<file path="src/rtl/heap_pkg.sv">
// Shared widths, RAM mode encodings and allocator state encodings for the cell heap.
// The RAM model and the allocator both import this package.
package heap_pkg;

    localparam int ADDRESS_BITS = 16;
    localparam int DATA_BITS    = 16;
    localparam int HEAP_BITS    = 8;

    localparam logic RAM_READ  = 1'b0;
    localparam logic RAM_WRITE = 1'b1;

    typedef enum logic [2:0] {
        IDLE     = 3'd0,
        FREE_WR  = 3'd1,
        POP_RD   = 3'd2,
        POP_WAIT = 3'd3,
        DONE     = 3'd4
    } state_t;

endpackage

</file>
<file path="src/rtl/heap_if.sv">
// Processor request bus and heap-memory bus of the cell allocator, bundled together.
// The master side is the allocator. The slave side is the requester together with the RAM.
interface heap_if #(
    parameter int addr_bits = heap_pkg::ADDRESS_BITS,
    parameter int data_bits = heap_pkg::DATA_BITS
);
    logic                 alloc;
    logic                 free;
    logic [addr_bits-1:0] free_address;
    logic                 finished;
    logic [addr_bits-1:0] alloc_address;

    logic [addr_bits-1:0] address;
    logic                 read_write_mode;
    logic [data_bits-1:0] data_in;
    logic [data_bits-1:0] data_out;

    modport master (
        input  alloc, free, free_address, data_out,
        output finished, alloc_address, address, read_write_mode, data_in
    );

    modport slave (
        output alloc, free, free_address, data_out,
        input  finished, alloc_address, address, read_write_mode, data_in
    );
endinterface

</file>
<file path="src/rtl/heap.sv">
// Fixed-size cell allocator. Cells are handed out by bumping heap_end until it saturates.
// After that, cells are popped from a LIFO free list that is threaded through the heap RAM.
module heap
    import heap_pkg::*;
#(
    parameter int addr_bits = ADDRESS_BITS,
    parameter int data_bits = DATA_BITS,
    parameter int heap_bits = HEAP_BITS
) (
    input  logic  clk,
    input  logic  reset,
    heap_if.master bus
);

    localparam logic [heap_bits-1:0] HEAP_MAX = '1;

    state_t               state_q, state_d;
    logic [heap_bits-1:0] heap_end_q, heap_end_d;
    logic [heap_bits-1:0] heap_free_q, heap_free_d;
    logic [heap_bits:0]   free_count_q, free_count_d;
    logic                 finished_q, finished_d;
    logic [addr_bits-1:0] alloc_address_q, alloc_address_d;
    logic [addr_bits-1:0] address_q, address_d;
    logic [data_bits-1:0] data_in_q, data_in_d;
    logic                 rw_mode_q, rw_mode_d;

    always_ff @(posedge clk or negedge reset) begin
        if (!reset) begin
            state_q         <= IDLE;
            heap_end_q      <= '0;
            heap_free_q     <= '0;
            free_count_q    <= '0;
            finished_q      <= 1'b0;
            alloc_address_q <= '0;
            address_q       <= '0;
            data_in_q       <= '0;
            rw_mode_q       <= RAM_READ;
        end else begin
            state_q         <= state_d;
            heap_end_q      <= heap_end_d;
            heap_free_q     <= heap_free_d;
            free_count_q    <= free_count_d;
            finished_q      <= finished_d;
            alloc_address_q <= alloc_address_d;
            address_q       <= address_d;
            data_in_q       <= data_in_d;
            rw_mode_q       <= rw_mode_d;
        end
    end

    always_comb begin
        state_d         = state_q;
        heap_end_d      = heap_end_q;
        heap_free_d     = heap_free_q;
        free_count_d    = free_count_q;
        alloc_address_d = alloc_address_q;
        address_d       = address_q;
        data_in_d       = data_in_q;
        rw_mode_d       = rw_mode_q;

        case (state_q)
            IDLE: begin
                if (bus.alloc) begin
                    if (heap_end_q != HEAP_MAX) begin
                        alloc_address_d = addr_bits'(heap_end_q);
                        heap_end_d      = heap_end_q + 1'b1;
                        state_d         = DONE;
                    end else if (free_count_q != '0) begin
                        address_d       = addr_bits'(heap_free_q);
                        rw_mode_d       = RAM_READ;
                        alloc_address_d = addr_bits'(heap_free_q);
                        state_d         = POP_RD;
                    end else begin
                        // Exhausted: report all-ones and leave the heap untouched.
                        alloc_address_d = '1;
                        state_d         = DONE;
                    end
                end else if (bus.free) begin
                    address_d = bus.free_address;
                    data_in_d = data_bits'(heap_free_q);
                    rw_mode_d = RAM_WRITE;
                    state_d   = FREE_WR;
                end
            end
            FREE_WR: begin
                // address_q still holds the latched freeAddress.
                heap_free_d  = address_q[heap_bits-1:0];
                free_count_d = free_count_q + 1'b1;
                rw_mode_d    = RAM_READ;
                state_d      = DONE;
            end
            POP_RD: begin
                state_d = POP_WAIT;
            end
            POP_WAIT: begin
                heap_free_d  = bus.data_out[heap_bits-1:0];
                free_count_d = free_count_q - 1'b1;
                state_d      = DONE;
            end
            DONE: begin
                if (!bus.alloc && !bus.free) begin
                    state_d = IDLE;
                end
            end
            default: begin
                state_d = IDLE;
            end
        endcase

        finished_d = (state_d == DONE);
    end

    generate
        if (data_bits > heap_bits) begin : g_unused
            logic unused_data;
            assign unused_data = ^bus.data_out[data_bits-1:heap_bits];
        end
    endgenerate

    assign bus.finished        = finished_q;
    assign bus.alloc_address   = alloc_address_q;
    assign bus.address         = address_q;
    assign bus.data_in         = data_in_q;
    assign bus.read_write_mode = rw_mode_q;

endmodule

</file>
<file path="src/flat_wrapper.sv">
// flat-port wrapper written by rule: the top's interface ports become plain ports
module heap_flat import heap_pkg::*;
#(
    parameter int addr_bits = ADDRESS_BITS,
    parameter int data_bits = DATA_BITS,
    parameter int heap_bits = HEAP_BITS
)
  (clk, reset, bus_alloc, bus_free, bus_free_address, bus_data_out, bus_finished, bus_alloc_address, bus_address, bus_read_write_mode, bus_data_in);
  heap_if #(.addr_bits(addr_bits), .data_bits(data_bits)) bus_i ();
  input  logic clk;
  input  logic reset;
  input wire logic [$bits(bus_i.alloc)-1:0] bus_alloc;
  input wire logic [$bits(bus_i.free)-1:0] bus_free;
  input wire logic [$bits(bus_i.free_address)-1:0] bus_free_address;
  input wire logic [$bits(bus_i.data_out)-1:0] bus_data_out;
  output wire logic [$bits(bus_i.finished)-1:0] bus_finished;
  output wire logic [$bits(bus_i.alloc_address)-1:0] bus_alloc_address;
  output wire logic [$bits(bus_i.address)-1:0] bus_address;
  output wire logic [$bits(bus_i.read_write_mode)-1:0] bus_read_write_mode;
  output wire logic [$bits(bus_i.data_in)-1:0] bus_data_in;
  assign bus_i.alloc = bus_alloc;
  assign bus_i.free = bus_free;
  assign bus_i.free_address = bus_free_address;
  assign bus_i.data_out = bus_data_out;
  assign bus_finished = bus_i.finished;
  assign bus_alloc_address = bus_i.alloc_address;
  assign bus_address = bus_i.address;
  assign bus_read_write_mode = bus_i.read_write_mode;
  assign bus_data_in = bus_i.data_in;
  heap #(.addr_bits(addr_bits), .data_bits(data_bits), .heap_bits(heap_bits)) u_core (.clk(clk), .reset(reset), .bus(bus_i));
endmodule
</file>
<file path="config.mk">
export PLATFORM = sky130hd
export DESIGN_NAME = heap_flat
export DESIGN_NICKNAME = d
export VERILOG_FILES = /design/src/rtl/heap_pkg.sv /design/src/rtl/heap_if.sv /design/src/rtl/heap.sv /design/src/flat_wrapper.sv
export SDC_FILE = /design/constraint.sdc
export NUM_CORES = 1
export LEC_CHECK = 0
export BUFFER_PORTS_ARGS = -buffer_cell sky130_fd_sc_hd__clkbuf_2
export CAP_MARGIN = 40
export CORE_ASPECT_RATIO = 1.75
export CORE_MARGIN = 3
export CORE_UTILIZATION = 45
export CTS_CLUSTER_SIZE = 30
export DETAILED_ROUTE_END_ITERATION = 10
export PLACE_DENSITY = 0.7
export SYNTH_ARGS = -nofsm -noshare
export SYNTH_HDL_FRONTEND = slang
export SYNTH_SLANG_ARGS = --single-unit
</file>
<file path="constraint.sdc">
create_clock -name clk -period 2.75 [get_ports clk]
set_clock_uncertainty 0.15 [all_clocks]
set_input_delay 0.1375 -clock clk [delete_from_list [all_inputs] [get_ports clk]]
set_output_delay 0.1375 -clock clk [all_outputs]
set_load 0.05 [all_outputs]
</file>
==> results summary <==
The flow ran to the end, and the final reports show no timing, DRC or antenna violations. The final critical path takes up 89.5% of the cycle. The count of yosys warnings during synthesis is 0.

The standard-cell row count is 40. The die area came out at 8200 um^2. Pin placement for this block handled 86 I/O pins. The DRC violation count after routing is 0. The leakage component of the power is 1.89 nW. The area used by multi-input combinational logic came out at 1470 um^2. The global routing stage identified its most utilized layer as met2. The required time of the critical path came out at 2780 ps.

The last weighted congestion value of the routability-driven placer is 0.845. The data arrival time of the critical path is 2490 ps. By count the netlist is led by dfrtp_1, nand2_1, mux2_2.

The standard cell core area came out at 6910 um^2. The wire length per cell came out at 16.4 um. The internal power summed over all cells is 2.33 mW. CTS placed an instance of clkbuf_16 at the clock tree root. The share of Yosys cell area claimed by the top area cell type came out at 49.2%. The port buffer count came out at 69. By area the synthesized netlist is led by dfrtp_1, mux2_2, nand2_1. The TritonCTS clock tree is yes. The number of antenna violations at the first check in global routing is 0. The sequential fraction of the synthesis area came out at 49.2%. From synthesis to final layout, the design area changed by 26.0%. The flop-to-flop setup slack came out at 290 ps. The final worst hold slack is 2.38 ps. For this design the ratio of total power to cell area is 1050 nW/um^2. The min-delay analysis places its worst path in the category in2reg.

The final count of negative-setup-slack endpoints came out at 0. The cell depth of the worst flop-to-flop path came out at 8. The final-layout setup total negative slack came out at 0 ps. The final number of max-transition violations was 0. The number of hold-slack violations in the final timing report came out at 0. The global-route wire length before repair came out at 12500 um. The total number of vias is 2539. The transition at the pin with the smallest max-transition slack is 815 ps. The proportion of register bits with asynchronous set or reset after synthesis came out at 100%. The number of inserted diodes came out at 0. In the routed layout, each cell is associated on average with a via count of 5.46.

The critical path is of the reg2reg type. The relative max-transition margin is 45.7%. The total congestion overflow after global routing is 0.

The number of iterations in the first detailed-routing pass came out at 5. The top fanout value on the critical path is 8. The number of synthesized flops with an enable pin came out at 0. The number of instances on the worst hold path is 3.

The final-stage net count is 421. The height of the die came out at 118 um. The number of instances in the synthesized netlist came out at 292. The largest buffer count on any clock path is 2. The register bit count reported by yosys came out at 63. Derived from the worst setup path, the maximum achievable clock frequency is 0.406 GHz. The post-detailed-route count of antenna-violating nets is 0. The final-layout fill cell count is 595. The clock sink count came out at 63. The starting density of the core came out at 46.4%.

After clock tree synthesis, the clock-pin slew on the worst setup and hold paths is 60 ps. The largest net degree at the start of global routing is 40. The level count of the clock H-tree came out at 3.

The shortest period the worst path allows came out at 2460 ps. The net switching power figure is 1.91 mW. The worst setup path is captured at a register. In the post-synthesis netlist, the cell with the most instances is dfrtp_1.

The number of global-route vias before repair came out at 2620. The number of different library cells used by synthesis comes to 50. The die outline width came out at 69.8 um.

The global-route track usage on met1 is 20.7%. The footprint of the flip-flops and latches is 1580 um^2. The largest total area in the synthesized netlist belongs to dfrtp_1. The switching power share of the total came out at 45.1%. The share of cells above drive strength 1 came out at 33.3%. The number of buffers created by CTS came out at 9.

The clock network fraction of total power came out at 24.9%. Sequential cells account for 34.9% of the total power. VDD sags by at most 0.597 mV. The area of the mapped netlist came out at 3200 um^2. The insertion delay of the later-clocked pin in the worst-skew pair is 330 ps. The global-route usage over all layers is 19.3%. Setup repair after global routing left no endpoint under its margin. The startpoint type of the worst setup path is a register. The post-CTS resize count came out at 0. The half-perimeter wire length after detailed placement is 5340 um. The number of design-rule violations left by the first detailed-router iteration came out at 221.

Max-cap violations in this run came to 0. The number of post-CTS setup repair buffers is 0. The most used flip-flop cell after synthesis is dfrtp_1.

After synthesis, the mean cell area works out to 11.0 um^2. The routed design has 7650 um of wire. The met3 track utilization from global routing is 4.19%. The proportion of power drawn by combinational gates is 40.2%. The fraction of met2 tracks used by global routing came out at 34.4%.
-- per-layer routing --
metal	vias up	share of wire (%)	routed length [um]
li1	1206	-	-
met1	1230	37	2820
met2	82	55	4220
met3	21	4.6	355
met4	0	3.3	249
met5	-	0	0
-- sequential cells by signal, summed over array words and instances (netlist names) --
name / count
u_core.bus.data_in: 8
u_core.heap_end_q: 8
u_core.state_q: 3
u_core.bus.address: 16
u_core.bus.alloc_address: 9
u_core.bus.finished: 1
u_core.heap_free_q: 8
u_core.bus.read_write_mode: 1
u_core.free_count_q: 9
-- power groups by stage --
stage / clock network (mW) / registers [mW] / logic (mW)
floorplan: 0 / 2.12 / 0.692
global placement: 0 / 1.48 / 1.68
CTS: 1.06 / 1.48 / 1.72
finish: 1.06 / 1.48 / 1.71
global route: 1.11 / 1.52 / 1.80
detailed placement: 0 / 1.49 / 1.70
-- critical path, stage by stage (launching register included) --
cell and delay [ps]:
dfrtp_1 420, inv_1 140, nor2_1 60, buf_4 170, ha_1 370, a21oi_1 160
o211a_1 300, a2111oi_0 410, nand3_1 140
-- cell usage in the layout, fill, tap and decap left out, types with 5 or more instances in the layout --
cell type / synthesis / routed
a21oi_1: 7 / 7
a22o_1: 8 / 8
buf_4: 15 / 10
clkbuf_16: 0 / 9
clkbuf_2: 0 / 69
conb_1: 1 / 8
dfrtp_1: 63 / 63
dlygate4sd3_1: 0 / 15
ha_1: 8 / 8
mux2_2: 25 / 25
mux2i_1: 9 / 9
nand2_1: 34 / 34
nand3_1: 11 / 11
nor2_1: 11 / 11
nor3_1: 6 / 6
nor4_1: 5 / 5
o21ai_0: 13 / 13
o311ai_0: 6 / 6
xnor2_1: 7 / 7
-- cell families (layout without fill, tap and decap cells) --
group	after synthesis	after routing	synth area share, %
xor+xnor	11	11	3.01
buf+inv	32	114	5.78
flops	63	63	49.2
other cells	1	8	0.117
mux	35	35	12.0
compound gates	52	52	12.1
fa+ha+maj	9	9	3.75
simple gates	89	89	14.0
-- path summary, 6_finish.rpt --
kind,end,startpoint
worst min-delay path,u_core.heap_free_q[1],bus_data_out[1]
worst max-delay path,u_core.free_count_q[8],u_core.state_q[1]
worst max register to register,u_core.free_count_q[8],u_core.state_q[1]
min in group asynchronous,u_core.bus.address[10],reset
worst min register to register,u_core.bus.alloc_address[7],u_core.bus.alloc_address[7]
max in group asynchronous,u_core.bus.address[3],reset
-- repair_timing --
| item | in CTS | in global routing |
|---|---|---|
| endpoints found under the setup margin | 0 | 0 |
| endpoints found under the hold margin | 45 | 0 |
| hold buffers | 15 | 0 |
-- final cells by class --
| cell class | count | share of cell area [%] |
|---|---|---|
| clock buffers | 11 | 6.26 |
| clock inverters | 5 | 0.806 |
| inverters | 3 | 0.279 |
| multi-input cells | 204 | 36.3 |
| flip-flops and latches | 63 | 39.1 |
| well taps | 84 | 2.60 |
| repair buffers | 95 | 14.6 |
-- metrics by stage --
step / util (%) / setup slack [ps] / std cells / instance area, um^2 / total power [mW]
3_3_place_gp: 52.1 / 395 / 434 / 3600 / 3.16
6_report: 58.4 / 289 / 465 / 4040 / 4.24
3_5_place_dp: 52.1 / 297 / 434 / 3600 / 3.19
4_1_cts: 58.4 / 265 / 465 / 4040 / 4.26
2_1_floorplan: - / 64.9 / 299 / 3230 / 2.81
5_1_grt: 58.4 / 19.0 / 465 / 4040 / 4.43
Note: power is estimated with default switching activity, not from simulation.
